--- config.mk ---
export PLATFORM = sky130hd
export DESIGN_NAME = alu_issuer
export DESIGN_NICKNAME = d
export VERILOG_FILES = /design/src/rtl/alu_issuer.sv
export SDC_FILE = /design/constraint.sdc
export NUM_CORES = 2
export LEC_CHECK = 0
export BUFFER_PORTS_ARGS = -buffer_cell sky130_fd_sc_hd__buf_2
export CAP_MARGIN = 40
export CORE_ASPECT_RATIO = 1.2
export CORE_MARGIN = 3
export CORE_UTILIZATION = 45
export CTS_BUF_LIST = sky130_fd_sc_hd__clkbuf_4 sky130_fd_sc_hd__clkbuf_8
export CTS_CLUSTER_SIZE = 20
export DETAILED_ROUTE_END_ITERATION = 8
export PLACE_DENSITY_LB_ADDON = 0.08
export SLEW_MARGIN = 15
export SYNTH_ARGS = -nofsm -noshare
export SYNTH_HDL_FRONTEND = slang
export SYNTH_SLANG_ARGS = --single-unit
--- constraint.sdc ---
create_clock -name clk -period 54.1 [get_ports clk]
set_clock_uncertainty 0.1 [all_clocks]
set_input_delay 10.82 -clock clk [delete_from_list [all_inputs] [get_ports clk]]
set_output_delay 10.82 -clock clk [all_outputs]
set_load 0.01 [all_outputs]
--- src/rtl/alu_issuer.sv ---
// alu_issuer: accepts ALU commands, reads operands from its register file, drives the ALU and writes back result and flags
module alu_issuer #(
  parameter int WORD_SIZE     = 64,
  parameter int REG_ADDR_BITS = 3
) (
  input  logic                     clk,
  input  logic                     reset,
  input  logic                     cmd_valid,
  output logic                     cmd_ready,
  input  logic [3:0]               cmd_opcode,
  input  logic [REG_ADDR_BITS-1:0] cmd_rd,
  input  logic [REG_ADDR_BITS-1:0] cmd_rs1,
  input  logic [REG_ADDR_BITS-1:0] cmd_rs2,
  input  logic                     load_en,
  input  logic [REG_ADDR_BITS-1:0] load_addr,
  input  logic [WORD_SIZE-1:0]     load_data,
  input  logic [REG_ADDR_BITS-1:0] dbg_addr,
  output logic [WORD_SIZE-1:0]     dbg_data,
  output logic [WORD_SIZE-1:0]     alu_d1,
  output logic [WORD_SIZE-1:0]     alu_d2,
  output logic [3:0]               alu_opcode,
  input  logic [WORD_SIZE-1:0]     alu_out,
  input  logic                     alu_iszero,
  input  logic                     alu_iscarry,
  output logic                     done,
  output logic [WORD_SIZE-1:0]     result,
  output logic                     zero_flag,
  output logic                     carry_flag
);
  localparam int NREG = 2 ** REG_ADDR_BITS;
  typedef enum logic [1:0] {IDLE, EXEC, DONE} state_t;
  state_t state, state_n;
  logic [WORD_SIZE-1:0] regs [NREG];
  logic [WORD_SIZE-1:0] op1, op2;
  logic [3:0] opc;
  logic [REG_ADDR_BITS-1:0] rd;
  logic accept;
  always_comb begin
    state_n    = IDLE;
    cmd_ready  = state == IDLE;
    accept     = cmd_ready && cmd_valid;
    done       = state == DONE;
    alu_opcode = state == EXEC ? opc : 4'b1111;
    state_n    = state == IDLE ? (cmd_valid ? EXEC : IDLE) : state == EXEC ? DONE : IDLE;
  end
  assign alu_d1   = op1;
  assign alu_d2   = op2;
  assign dbg_data = regs[dbg_addr];
  always_ff @(posedge clk or posedge reset) begin
    if (reset) begin
      state      <= IDLE;
      op1        <= '0;
      op2        <= '0;
      opc        <= '0;
      rd         <= '0;
      result     <= '0;
      zero_flag  <= 1'b0;
      carry_flag <= 1'b0;
      for (int i = 0; i < NREG; i++) regs[i] <= '0;
    end else begin
      state <= state_n;
      if (accept) begin
        opc <= cmd_opcode;
        rd  <= cmd_rd;
        op1 <= regs[cmd_rs1];
        op2 <= regs[cmd_rs2];
      end
      if (load_en && load_addr != '0) regs[load_addr] <= load_data;
      if (state == EXEC) begin
        result     <= alu_out;
        zero_flag  <= alu_iszero;
        carry_flag <= alu_iscarry;
        if (rd != '0) regs[rd] <= alu_out;
      end
    end
  end
endmodule

* Word-level counts from Yosys, hierarchy flattened
Index checks and enable logic that the tools add are counted.
Operators by class: reductions and logical operators 7, muxes and demuxes 22, bitwise gates (word level) 5, magnitude comparators 7, equality and inequality tests 2
Operator list (count):
- 512-bit two-way mux | 3
- 512-bit bitwise mux | 2
- 64-bit binary-select mux with 3-bit select | 3
- 64-bit two-way mux | 8
- 64-bit demux with 3-bit select | 2
- 4-bit greater-or-equal comparator, second input constant | 5
- 3-bit NOT with 4-bit output | 5
- 4-bit by 1-bit less-than comparator with 1-bit output, second input constant | 2
- 3-bit nonzero test | 2
- 1-bit logical AND | 4
- 2-bit two-way mux | 2
- 4-bit two-way mux | 1
- 2-bit by 1-bit == test with 1-bit output, second input constant | 1
- 2-bit == test, second input constant | 1
- 2-bit zero test | 1
- 1-bit two-way mux | 1
Word-level totals: bits in registers 715, bits of input ports 153, logic and storage cells 59

* Logic depth before layout (Yosys ltp)
depth after elaboration 10, gate-level depth with buffers 6, gate-level depth less buffers 4

* Worst setup path after synthesis
OpenSTA, ideal clock, no wires.
path kind input to output, from input dbg_addr[0], to output dbg_data[0], arrival time 12.163 ns, path buffers 2, cell stages on the path 4, required time 43.180 ns, setup slack 31.017 ns, path through clkbuf_1 -> buf_2 -> mux4_2 -> mux2_2
Between the ends: cells in the longest elaborated chain, start to end 4
RTL lines:
- start: declaration | line 17 | input logic [REG_ADDR_BITS-1:0] dbg_addr,
- 3-bit NOT with 4-bit output (implied by the code) | line 48 | assign dbg_data = regs[dbg_addr];
- 64-bit binary-select mux with 3-bit select | line 48
- 64-bit two-way mux (implied by the code) (2 in series) | line 48
- end: declaration | line 18 | output logic [WORD_SIZE-1:0] dbg_data,
Every way passes these cells. The select of a mux whose other input is x is not followed.

* Worst setup path after layout
from input dbg_addr[0], to output dbg_data[9]
Same word-level chain as after synthesis.

==> impl_metrics.toml <==
[synth]
ys_warn_count = 0
synth-seq-cells = 715
synth.largest_area_cell = "dfrtp_1"
netlist_area_um2 = 43160
synth_edf_count = 0
async_reset_ff_frac = 1.000
yosysMostFrequentCell = "mux2_2"
synth.top_cells.by_count = "1,023 x mux2_2, 715 x dfrtp_1, 330 x nand2_1, 256 x mux2i_1, 180 x mux2_1"
synthCells = 3413
synthFlopType = "dfrtp_1"
synth_nets = 3566
synth_top_cell_area_share = 0.4146
yosysUniqueCellTypes = 29
seq_area_frac_synth = 0.4146
synth_top_cells_by_area = "dfrtp_1 41%, mux2_2 27%, mux4_2 6.7%"
syn_area_per_cell_um2 = 12.65

[power]
clkPwrFrac = 0.229
seqPwrFrac = 0.402
comb_power_share = 0.369
ir_drop_mv = 0.02223
leakagePower_nw = 21.76
power.density_nw_per_um2 = 48.24
p_switching_mw = 0.7973
power_mw = 2.372
swShare = 0.3361
p_int_mw = 1.575

[finish]
fin_nets = 3848
stdcell_count = 5041
multi_input_area_um2 = 23800
final_cell_area_um2 = 49180
fillers = 8221
area_growth_pct = 13.95
drive_above_1_share = 0.5036
seq_area_um2 = 17890

[die]
rows = 123
coreArea_um2 = 94490
fp.dieH_um = 345.3
die-area_um2 = 99680
ios = 417
start_util = 0.4567
die_w_um = 288.7

[timing]
finalMaxSlewViolations = 0
fmax_mhz = 41.13
rsz0062_at_grt = "false"
finalCriticalPeriod_ns = 24.31
setup_viol = 0
hold_viol = 0
setup_tns_ns = 0
fin_crit_sh = 0.4494
worst_slew_pin_slew_ns = 1.162
slew_headroom = 0.2254

[min_path]
hold_path.class = "flop to flop"

[drt]
num_vias = 31000
wl_per_cell_um = 29.03
dr.first_iter.drc_count = 2264
detail-route-antenna-nets = 0
dr.pass1.iters = 5
viasPerCell = 6.150
route.detailed.drc = 0
drt_wl_total_mm = 146.3

[grt]
grt_max_degree = 169
grt_pass1_wl_mm = 217.0
antenna_found_initial = 20
grt_pass1_vias = 32640
grt_use_total = 0.2897
grt_overflow = 0

[critical_path]
cp.required_ns = 43.18
critPathArrivalTime_ns = 13.39
path_max_fanout = 48
crit_type = "input port to primary output"
crit_path_end_kind = "primary output"
start_kind = "input port"

[clock_network]
numCtsBuffers = 132
cts_buffer_depth = 3
htreeDepth = 4
clockRootBuffer = "clkbuf_8"
insertion_delay_ns = 0.79
ctsHoldBuffers = 0
cts_setup_buffers = 0
cts_tree = "done"
clk_pin_slew_worst_paths_ns = 0.06
cts.sinks = 715
ctsResizeCount = 0

[place]
dpl.hpwl_mm = 85.63
gp_congestion = 0.8352
portBuffers = 416
post_dp_cell_area_um2 = 46280
placed_cells_incl_taps = 4805

[flow_run]
maxCapViolations = 0

[run_status]
status = "completed"
[worst paths after layout]
| check | start | to | slack, ns | cells after the start |
|---|---|---|---|---|
| setup / recovery | dbg_addr[0] | dbg_data[9] | 29.79 | 7 |
| hold / removal | regs[484] | regs[484] | 0.32 | 0 |
| setup reg to reg | state[1] | regs[330] | 50.09 | 6 |
| hold reg to reg | regs[484] | regs[484] | 0.32 | 0 |
| max in group asynchronous | reset | regs[295] | 41.90 | 6 |
| min in group asynchronous | reset | result[11] | 9.92 | 2 |
[sequential cells by signal (all words and copies together), names as in the netlist, 2 cells and up]
| register | flops |
|---|---|
| alu_d1 | 64 |
| opc | 4 |
| rd | 3 |
| result | 64 |
| alu_d2 | 64 |
| regs | 512 |
| state | 2 |
[per-layer routing]
| layer | up-vias | part of all wire | wire length (µm) | global-route usage |
|---|---|---|---|---|
| li1 | 13410 | - | - | - |
| met1 | 16250 | 0.44 | 64300 | 0.4003 |
| met2 | 1081 | 0.47 | 68650 | 0.4618 |
| met3 | 250 | 0.063 | 9222 | 0.05274 |
| met5 | - | 0.00049 | 72 | 0 |
| met4 | 12 | 0.028 | 4098 | 0.09323 |
[kinds of logic (layout without fill, tap and decap cells)]
logic type | after synthesis | in the layout | synth area share
AOI/OAI and AO/OA | 384 | 384 | 0.06679
muxes | 1607 | 1607 | 0.4470
buffers and inverters | 347 | 711 | 0.03751
and+or+nand+nor | 360 | 360 | 0.03412
other | 0 | 14 | 0
DFF | 715 | 715 | 0.4146
[through the flow]
step	utilization	setup slack [ns]	hold WS, ns
finish	0.5205	29.79	0.3234
global route	0.5203	29.62	0.3351
CTS	0.5184	29.74	0.3218
detailed placement	0.4898	29.74	0.3086
global placement	0.4850	28.96	0.3029
floorplan	-	23.12	0.3655
[critical path, cell delays in order]
cell and delay, ns:
buf_8 0.43, buf_4 0.41, buf_4 0.27, buf_16 0.31
mux4_2 0.55, mux2_2 0.31, buf_2 0.15
[power groups by stage]
stage,clock network [mW],logic (mW),registers (mW)
6_report,0.544,0.875,0.953
5_1_grt,0.582,0.953,0.979
4_1_cts,0.558,0.881,0.944
3_5_place_dp,0,0.877,0.953
3_3_place_gp,0,0.847,0.940
2_1_floorplan,0,0.630,0.909
[placed cells by master (no fill, tap or decap), types with 18 or more instances in the layout]
cell         n
mux2_4      20
buf_4       50
a22o_1     128
o22ai_1    128
mux2i_1    256
buf_16      18
dfrtp_1    715
mux2_1     180
buf_2      411
clkbuf_8   168
nand2_1    326
mux2_2    1023
clkbuf_4    36
mux4_2     128
o31ai_1    128
[cell type report]
class,instances,share of cell area
inverters,3,0.0004325
diodes,14,0.0007124
flip-flops and latches,715,0.3638
clock inverters,12,0.002442
repair buffers,492,0.06434
multi-input cells,2351,0.4839
clock buffers,204,0.05251
well taps,1250,0.03180
Power figures use the tool's default switching activity.
